===== config.mk =====
export PLATFORM = sky130hd
export DESIGN_NAME = trigger_phase_scan_flat
export DESIGN_NICKNAME = d
export VERILOG_FILES = /design/src/rtl/trigger_phase_scan_if.sv /design/src/rtl/trigger_phase_scan.sv /design/src/flat_wrapper.sv
export SDC_FILE = /design/constraint.sdc
export NUM_CORES = 1
export LEC_CHECK = 0
export CAP_MARGIN = 20
export CORE_MARGIN = 2
export CORE_UTILIZATION = 45
export CTS_BUF_LIST = sky130_fd_sc_hd__clkbuf_8
export DETAILED_ROUTE_END_ITERATION = 8
export PLACE_DENSITY = 0.66
export SLEW_MARGIN = 20
export SYNTH_ARGS = -nofsm -noshare
export SYNTH_HDL_FRONTEND = slang
export SYNTH_SLANG_ARGS = --single-unit

===== constraint.sdc =====
create_clock -name clk400 -period 7.6 [get_ports clk400]
set_clock_uncertainty 0.15 [all_clocks]
set_input_delay 2.28 -clock clk400 [delete_from_list [all_inputs] [get_ports clk400]]
set_output_delay 2.28 -clock clk400 [all_outputs]
set_load 0.005 [all_outputs]

===== src/rtl/trigger_phase_scan_if.sv =====
// Signal bundle between the trigger phase-scan controller and its environment.
// The controller is the slave: it takes the control/sampler inputs and drives
// the test pulse and the per-step report.
interface trigger_phase_scan_if;
  logic       start;
  logic       abort;
  logic [7:0] repeat_n;
  logic [2:0] width;
  logic       frame;
  logic       test_trig;
  logic       res_valid;
  logic [3:0] res_pos;
  logic       busy;
  logic       step_valid;
  logic [3:0] step_phase;
  logic [7:0] step_hits;
  logic [7:0] step_miss;
  logic       done;

  modport master (
    output start, abort, repeat_n, width, frame, res_valid, res_pos,
    input  test_trig, busy, step_valid, step_phase, step_hits, step_miss, done
  );

  modport slave (
    input  start, abort, repeat_n, width, frame, res_valid, res_pos,
    output test_trig, busy, step_valid, step_phase, step_hits, step_miss, done
  );
endinterface


===== src/rtl/trigger_phase_scan.sv =====
// Trigger phase scan: steps a test pulse through every 400 MHz phase of the
// frame, fires it repeat_n times per phase, checks the sampler's reported
// position against the expected one and reports hits/misses per phase.
//
// state      | meaning
// -----------+-------------------------------------------------------------
// IDLE       | waiting for start
// WAIT_FRAME | waiting for the frame pulse that anchors the next test pulse
// DELAY      | counting down the phase offset after the frame
// PULSE      | test_trig high for the latched width
// WAIT_RES   | waiting for the sampler result or the timeout
// GAP        | letting GAP_FRAMES frames pass before the next test pulse
// REPORT     | one-cycle step report
// DONE       | one-cycle scan-complete pulse
module trigger_phase_scan #(
  parameter int PHASE_MAX  = 9,
  parameter int EXP_OFS    = 0,
  parameter int TIMEOUT    = 63,
  parameter int GAP_FRAMES = 4
) (
  input  logic                 clk400,
  input  logic                 reset,
  trigger_phase_scan_if.slave  bus
);

  localparam int FRAME_LEN = PHASE_MAX + 1;
  localparam int OFS_RED   = EXP_OFS % FRAME_LEN;
  localparam int TW        = (TIMEOUT < 2) ? 1 : $clog2(TIMEOUT);
  localparam int GW        = (GAP_FRAMES < 2) ? 1 : $clog2(GAP_FRAMES);

  localparam logic [TW-1:0] TMO_LAST   = TW'(TIMEOUT - 1);
  localparam logic [GW-1:0] GAP_LAST   = GW'(GAP_FRAMES - 1);
  localparam logic [3:0]    PHASE_LAST = 4'(PHASE_MAX);
  localparam logic [4:0]    FRAME_L5   = 5'(FRAME_LEN);

  typedef enum logic [2:0] {
    IDLE       = 3'd0,
    WAIT_FRAME = 3'd1,
    DELAY      = 3'd2,
    PULSE      = 3'd3,
    WAIT_RES   = 3'd4,
    GAP        = 3'd5,
    REPORT     = 3'd6,
    DONE       = 3'd7
  } state_t;

  state_t          state_q, state_d;
  logic [3:0]      phase_q, phase_d;
  logic [7:0]      rep_q, rep_d;
  logic [7:0]      hits_q, hits_d;
  logic [7:0]      miss_q, miss_d;
  logic [7:0]      rep_n_q, rep_n_d;
  logic [2:0]      width_q, width_d;
  logic [3:0]      dly_q, dly_d;
  logic [2:0]      wcnt_q, wcnt_d;
  logic [TW-1:0]   tmo_q, tmo_d;
  logic [GW-1:0]   gap_q, gap_d;
  logic            trig_q, trig_d;
  logic            step_valid_q, step_valid_d;
  logic            done_q, done_d;
  logic [3:0]      step_phase_q, step_phase_d;
  logic [7:0]      step_hits_q, step_hits_d;
  logic [7:0]      step_miss_q, step_miss_d;

  logic [4:0]      exp_sum;
  logic [3:0]      exp_pos;
  logic [8:0]      rep_next;

  // Expected sampler position for the current phase, wrapped into the frame
  // without a divider (phase and reduced offset are both below FRAME_LEN).
  always_comb begin
    exp_sum = {1'b0, phase_q} + 5'(OFS_RED);
    exp_pos = (exp_sum >= FRAME_L5) ? 4'(exp_sum - FRAME_L5) : exp_sum[3:0];
  end

  assign rep_next = {1'b0, rep_q} + 9'd1;

  // Next-state logic plus next values of every counter and registered output.
  always_comb begin
    state_d      = state_q;
    phase_d      = phase_q;
    rep_d        = rep_q;
    hits_d       = hits_q;
    miss_d       = miss_q;
    rep_n_d      = rep_n_q;
    width_d      = width_q;
    dly_d        = dly_q;
    wcnt_d       = wcnt_q;
    tmo_d        = tmo_q;
    gap_d        = gap_q;
    step_phase_d = step_phase_q;
    step_hits_d  = step_hits_q;
    step_miss_d  = step_miss_q;

    case (state_q)
      IDLE: begin
        if (bus.start) begin
          rep_n_d = (bus.repeat_n == 8'd0) ? 8'd1 : bus.repeat_n;
          width_d = (bus.width == 3'd0) ? 3'd1 : bus.width;
          phase_d = 4'd0;
          rep_d   = 8'd0;
          hits_d  = 8'd0;
          miss_d  = 8'd0;
          state_d = WAIT_FRAME;
        end
      end

      WAIT_FRAME: begin
        if (bus.frame) begin
          // Phase 0 pulses right after the frame, so DELAY is skipped.
          if (phase_q == 4'd0) begin
            wcnt_d  = width_q;
            state_d = PULSE;
          end else begin
            dly_d   = phase_q;
            state_d = DELAY;
          end
        end
      end

      DELAY: begin
        // Leaving as the counter steps to zero puts the first pulse cycle
        // exactly phase+1 cycles after the frame cycle.
        dly_d = dly_q - 4'd1;
        if (dly_q == 4'd1) begin
          wcnt_d  = width_q;
          state_d = PULSE;
        end
      end

      PULSE: begin
        wcnt_d = wcnt_q - 3'd1;
        if (wcnt_q == 3'd1) begin
          tmo_d   = '0;
          state_d = WAIT_RES;
        end
      end

      WAIT_RES: begin
        // A result in the expiry cycle wins over the timeout.
        if (bus.res_valid) begin
          if (bus.res_pos == exp_pos) hits_d = hits_q + 8'd1;
          else                        miss_d = miss_q + 8'd1;
          gap_d   = '0;
          state_d = GAP;
        end else if (tmo_q == TMO_LAST) begin
          miss_d  = miss_q + 8'd1;
          gap_d   = '0;
          state_d = GAP;
        end else begin
          tmo_d = tmo_q + 1'b1;
        end
      end

      GAP: begin
        if (bus.frame) begin
          if (gap_q == GAP_LAST) begin
            rep_d   = rep_next[7:0];
            state_d = (rep_next < {1'b0, rep_n_q}) ? WAIT_FRAME : REPORT;
          end else begin
            gap_d = gap_q + 1'b1;
          end
        end
      end

      REPORT: begin
        if (phase_q == PHASE_LAST) begin
          state_d = DONE;
        end else begin
          phase_d = phase_q + 4'd1;
          rep_d   = 8'd0;
          hits_d  = 8'd0;
          miss_d  = 8'd0;
          state_d = WAIT_FRAME;
        end
      end

      DONE: begin
        state_d = IDLE;
      end

      default: begin
        state_d = IDLE;
      end
    endcase

    if (bus.abort && (state_q != IDLE)) begin
      state_d = IDLE;
    end

    // Report fields are captured on entry to REPORT and held afterwards.
    if ((state_d == REPORT) && (state_q != REPORT)) begin
      step_phase_d = phase_q;
      step_hits_d  = hits_q;
      step_miss_d  = miss_q;
    end

    trig_d       = (state_d == PULSE);
    step_valid_d = (state_d == REPORT);
    done_d       = (state_d == DONE);
  end

  // State, counters and registered outputs.
  always_ff @(posedge clk400 or posedge reset) begin
    if (reset) begin
      state_q      <= IDLE;
      phase_q      <= 4'd0;
      rep_q        <= 8'd0;
      hits_q       <= 8'd0;
      miss_q       <= 8'd0;
      rep_n_q      <= 8'd0;
      width_q      <= 3'd0;
      dly_q        <= 4'd0;
      wcnt_q       <= 3'd0;
      tmo_q        <= '0;
      gap_q        <= '0;
      trig_q       <= 1'b0;
      step_valid_q <= 1'b0;
      done_q       <= 1'b0;
      step_phase_q <= 4'd0;
      step_hits_q  <= 8'd0;
      step_miss_q  <= 8'd0;
    end else begin
      state_q      <= state_d;
      phase_q      <= phase_d;
      rep_q        <= rep_d;
      hits_q       <= hits_d;
      miss_q       <= miss_d;
      rep_n_q      <= rep_n_d;
      width_q      <= width_d;
      dly_q        <= dly_d;
      wcnt_q       <= wcnt_d;
      tmo_q        <= tmo_d;
      gap_q        <= gap_d;
      trig_q       <= trig_d;
      step_valid_q <= step_valid_d;
      done_q       <= done_d;
      step_phase_q <= step_phase_d;
      step_hits_q  <= step_hits_d;
      step_miss_q  <= step_miss_d;
    end
  end

  assign bus.test_trig  = trig_q;
  assign bus.busy       = (state_q != IDLE);
  assign bus.step_valid = step_valid_q;
  assign bus.step_phase = step_phase_q;
  assign bus.step_hits  = step_hits_q;
  assign bus.step_miss  = step_miss_q;
  assign bus.done       = done_q;

endmodule


===== src/flat_wrapper.sv =====
// flat-port wrapper written by rule: the top's interface ports become plain ports
module trigger_phase_scan_flat 
#(
  parameter int PHASE_MAX  = 9,
  parameter int EXP_OFS    = 0,
  parameter int TIMEOUT    = 63,
  parameter int GAP_FRAMES = 4
)
  (clk400, reset, bus_start, bus_abort, bus_repeat_n, bus_width, bus_frame, bus_res_valid, bus_res_pos, bus_test_trig, bus_busy, bus_step_valid, bus_step_phase, bus_step_hits, bus_step_miss, bus_done);
  trigger_phase_scan_if bus_i ();
  input  logic clk400;
  input  logic reset;
  input wire logic [$bits(bus_i.start)-1:0] bus_start;
  input wire logic [$bits(bus_i.abort)-1:0] bus_abort;
  input wire logic [$bits(bus_i.repeat_n)-1:0] bus_repeat_n;
  input wire logic [$bits(bus_i.width)-1:0] bus_width;
  input wire logic [$bits(bus_i.frame)-1:0] bus_frame;
  input wire logic [$bits(bus_i.res_valid)-1:0] bus_res_valid;
  input wire logic [$bits(bus_i.res_pos)-1:0] bus_res_pos;
  output wire logic [$bits(bus_i.test_trig)-1:0] bus_test_trig;
  output wire logic [$bits(bus_i.busy)-1:0] bus_busy;
  output wire logic [$bits(bus_i.step_valid)-1:0] bus_step_valid;
  output wire logic [$bits(bus_i.step_phase)-1:0] bus_step_phase;
  output wire logic [$bits(bus_i.step_hits)-1:0] bus_step_hits;
  output wire logic [$bits(bus_i.step_miss)-1:0] bus_step_miss;
  output wire logic [$bits(bus_i.done)-1:0] bus_done;
  assign bus_i.start = bus_start;
  assign bus_i.abort = bus_abort;
  assign bus_i.repeat_n = bus_repeat_n;
  assign bus_i.width = bus_width;
  assign bus_i.frame = bus_frame;
  assign bus_i.res_valid = bus_res_valid;
  assign bus_i.res_pos = bus_res_pos;
  assign bus_test_trig = bus_i.test_trig;
  assign bus_busy = bus_i.busy;
  assign bus_step_valid = bus_i.step_valid;
  assign bus_step_phase = bus_i.step_phase;
  assign bus_step_hits = bus_i.step_hits;
  assign bus_step_miss = bus_i.step_miss;
  assign bus_done = bus_i.done;
  trigger_phase_scan #(.PHASE_MAX(PHASE_MAX), .EXP_OFS(EXP_OFS), .TIMEOUT(TIMEOUT), .GAP_FRAMES(GAP_FRAMES)) u_core (.clk400(clk400), .reset(reset), .bus(bus_i));
endmodule

# Yosys cells after proc, flatten, opt, wreduce, memory -nomap -nowiden
# Cells that the tools add are included.
# op_classes
n_eq_ne	33
addsub	9
magnitude_cmp	2
n_reduce_logical	23
mux	47
# ops
op	n
$mux W8	10
$pmux W8 S3	3
$mux W3	15
$pmux W3 S8	1
$mux W4	5
$eq A3 B3 Y1 const B	6
$mux W6	3
$ne A2 B2 Y1 const B	9
$add A8 B1 Y8 const B	2
$pmux W4 S2	2
$reduce_and A5 Y1	3
$pmux W6 S2	1
$reduce_and A4 Y1	3
$reduce_bool A3 Y1	4
$ne A2 B1 Y1 const B	5
$add A8 B1 Y9 const B	1
$eq A3 B2 Y1 const B	3
$lt A9 B8 Y1	1
$pmux W3 S3	1
$logic_not A8 Y1	1
$mux W2	4
$reduce_bool A2 Y1	4
$add A6 B1 Y6 const B	1
$eq A3 B1 Y1 const B	2
other kinds (20)	24
# word_totals
reg_bits	80
out_inout_bits	24
input_bits	21
wordCells	131

# Depth between registers and ports, before layout
# logic_depth
word_depth	9
ltp_mapped	11
mapped_depth_nobuf	10

# Least setup slack after synthesis
# No wires, ideal clock.
# synth_timing
path_kind	input port to flip-flop
startpoint	input port bus_res_pos[2]
endpoint	register u_core.miss_q[6]
slack_ns	3.746
arrival_ns	3.626
setup_ns	0.078
required_time_ns	7.372
n_path_buf	0
cell_stages	5
cell_sequence	or4_1 > nand2_1 > nor4_2 > or4_1 > a21oi_1
# synth_between
elab_chain_len	3
# synth_rtl
item	line	source
start, declared	flat_wrapper.sv:19	input wire logic [$bits(bus_i.res_pos)-1:0] bus_res_pos;
$eq A4 B4 Y1	trigger_phase_scan.sv:142	if (bus.res_pos == exp_pos) hits_d = hits_q + 8'd1;
$ne A3 B3 Y1 (no line)	--	
$reduce_and A5 Y1 (no line)	--	
end signal, assigned	trigger_phase_scan.sv:228	miss_q <= miss_d;
end, declared	trigger_phase_scan.sv:51	logic [7:0] miss_q, miss_d;
# Every way passes these cells.
# A chain may end at the register's enable or synchronous reset.

# Worst setup path in the final report
# layout_timing
startpoint	input port bus_start
endpoint	register u_core.hits_q[6]
# layout_between
elab_chain_len	2
# layout_rtl
item	line	source
start, declared	flat_wrapper.sv:13	input wire logic [$bits(bus_i.start)-1:0] bus_start;
$ne A2 B2 Y1 (no line)	--	
$reduce_and A5 Y1 (no line)	--	
end signal, assigned	trigger_phase_scan.sv:227	hits_q <= hits_d;
end, declared	trigger_phase_scan.sv:50	logic [7:0] hits_q, hits_d;
# Every way passes these cells.

==> results_dict.tcl <==
set metrics [dict create \
    status "completed" \
    worstPathRequired_ps 7740 \
    setup_viol 0 \
    post_cts_buffers 0 \
    wl_per_cell_um 14.8 \
    dp_hpwl_um 6810 \
    routed_via_density 5.51 \
    numCtsBuffers 9 \
    crit_family "simple AND/OR/NAND/NOR gates" \
    drt.antenna.violating_nets 0 \
    rows 36 \
    critPathMaxStageDelay_ps 550 \
    syn_area_um2 4420 \
    cts_hold_buf 0 \
    yosys-top-cells-count "dfrtp_1 (80), nand2_1 (56), o21ai_0 (46)" \
    p_per_area_nw_per_um2 196 \
    wirelength_um 9490 \
    max_slew_margin 0.430 \
    cts_tree "built" \
    fin_nets 547 \
    final_area_um2 5150 \
    min_path_type "flop to flop" \
    grt_antenna_before_repair 0 \
    maxSlewViolCount 0 \
    synth.most_common_cell "dfrtp_1" \
    grt_start_max_net_pins 81 \
    period_needed_ps 4400 \
    tightest_slew_ps 849 \
    worst-path-buf-inv 1 \
    yosysSeqAreaShare 0.452 \
    firstDrtPassIters 4 \
    cts.sinks 80 \
    synth_area_leader_cell "dfrtp_1" \
    areaGrowthSynthToFinish_pct 16.3 \
    maxCapViolCount 0 \
    synthFlopType "dfrtp_1" \
    io_pins 45 \
    gp_congestion 0.847 \
    avgSynthCellArea_um2 9.49 \
    grt_pass1_vias 3390 \
    cts_buffer_depth 2 \
    cts_resized 0 \
    synth-edff-count 0 \
    cts-root-buf "clkbuf_8" \
    synth_nets 510 \
    fin_crit_sh 0.579 \
    critPathArrivalTime_ps 4550 \
    initial_core_util 0.459 \
    synthTopCellsByArea "dfrtp_1 (45%), ha_1 (6.5%), o21ai_0 (5.2%)" \
    num-fill-cells 926 \
    worst-path-max-fanout 10 \
    die_x_um 103 \
    die_h_um 103 \
    grtUsageTotal 0.196 \
    cp_cell_sequence "clkdlybuf4s50_1 > nor2b_1 > o221ai_1 > nor4_4 > or4b_1 > a21oi_1" \
    drive_gt1_frac 0.104 \
    overflow 0 \
    via_count 3534 \
    slowest_stage "clkdlybuf4s50_1" \
    tns_ps 0 \
    drc 0 \
    clock_latency_ps 370 \
    path_clk_slew_ps 90 \
    end_kind "flop" \
    core_area_um2 9640 \
    ys_ff_latch 80 \
    port_buffers 44 \
    ys_async_sr_fraction 1.00 \
    grt_pass1_wl_um 16100 \
    ys_types 57 \
    drt_iter0_drc 150 \
    dpl_cell_area_um2 4950 \
    die_area_um2 10600 \
    rsz0062_at_grt "false" \
    synthCells 466 \
    leakagePower_nw 2.22 \
    path_class "primary input to flop" \
    hold_violations 0 \
    start_kind "primary input" \
    ctsHtreeMaxLevel 3 \
    antenna_cells 0 \
    yosysWarnings 0 \
    ir_drop_mv 0.126 \
    netlist.area_leader.share 0.452 \
    timing.fmax_mhz 227 \
]
[report_power, final]
| part | internal [W] | leakage, nW | total (W) | switching (W) |
|---|---|---|---|---|
| Sequential | 0.000469 | 1.07 | 0.000505 | 0.0000363 |
| Clock | 0.000121 | 0.0862 | 0.000293 | 0.000172 |
| Combinational | 0.0000840 | 1.07 | 0.000208 | 0.000124 |
[cells in the final DEF (no fill, tap or decap), types with 7 or more instances in the layout]
cell type and count:
a21oi_1 31, inv_1 25, dfrtp_1 80, clkdlybuf4s50_1 44
nand2_1 56, o21ai_0 45, ha_1 23, clkbuf_8 9
nand4_1 12, xnor2_1 7, mux2_2 17, xor2_1 7
or3_1 11, nand3_1 16, and2_1 7, nor2_1 23
[layout make-up]
| cell class | instances | area [um^2] | area share |
|---|---|---|---|
| multi-input cells | 338 | 2230 | 0.433 |
| flip-flops and latches | 80 | 2000 | 0.389 |
| repair buffers | 47 | 467 | 0.0907 |
| well taps | 133 | 166 | 0.0323 |
| clock buffers | 9 | 124 | 0.0241 |
| inverters | 27 | 103 | 0.0199 |
| clock inverters | 7 | 55.1 | 0.0107 |
[state kept, by name, summed over array words and instances, names as in the netlist, 6 cells and up]
| register | flops |
|---|---|
| u_core.tmo_q | 6 |
| u_core.bus.step_miss | 8 |
| u_core.miss_q | 8 |
| u_core.rep_n_q | 8 |
| u_core.hits_q | 8 |
| u_core.bus.step_hits | 8 |
| u_core.rep_q | 8 |
[cells by family (layout without fill, tap and decap cells)]
kind of cell / count (synthesis) / count (layout) / synth area share
buffers and inverters: 48 / 90 / 0.0455
flip-flops: 80 / 80 / 0.452
XOR/XNOR: 14 / 14 / 0.0277
adder cells (fa/ha/maj): 23 / 23 / 0.0650
AO/OA/AOI/OAI: 113 / 113 / 0.155
multiplexers: 19 / 19 / 0.0478
AND/OR/NAND/NOR: 169 / 169 / 0.207
[worst paths after layout]
kind	startpoint	end	slack [ps]	cells after the start
setup / recovery	bus_start	u_core.hits_q[6]	3200	6
hold / removal	u_core.bus.step_hits[3]	u_core.bus.step_hits[3]	340	2
setup reg to reg	u_core.rep_q[0]	u_core.bus.step_miss[6]	4280	11
hold reg to reg	u_core.bus.step_hits[3]	u_core.bus.step_hits[3]	340	2
max in group asynchronous	reset	u_core.tmo_q[5]	4490	3
min in group asynchronous	reset	u_core.bus.step_miss[2]	2230	3
[per-stage QoR]
| stage | worst slack, ps | utilization | cells | total power, W | hold WS (ps) |
|---|---|---|---|---|---|
| floorplan | 3120 | - | 466 | 0.000657 | 322 |
| global placement | 2940 | 0.514 | 625 | 0.000711 | 311 |
| detailed placement | 2850 | 0.514 | 625 | 0.000721 | 323 |
| CTS | 3170 | 0.533 | 641 | 0.00102 | 344 |
| global route | 3020 | 0.534 | 641 | 0.00107 | 366 |
| finish | 3200 | 0.534 | 641 | 0.00101 | 338 |
[worst min-delay path, delay by kind of cell, from the launching register on]
kind / cells / cell delay, ps
flops: 1 / 360
compound gates: 1 / 60
simple gates: 1 / 40
[layer usage]
| metal | global-route usage | vias to the layer above | wire (um) |
|---|---|---|---|
| met1 | 0.265 | 1691 | 4470 |
| met4 | 0.0587 | 0 | 123 |
| met3 | 0.0508 | 11 | 380 |
| li1 | - | 1746 | - |
| met5 | 0 | - | 0 |
| met2 | 0.310 | 86 | 4520 |
No activity file was read; power rests on OpenSTA's default activity.
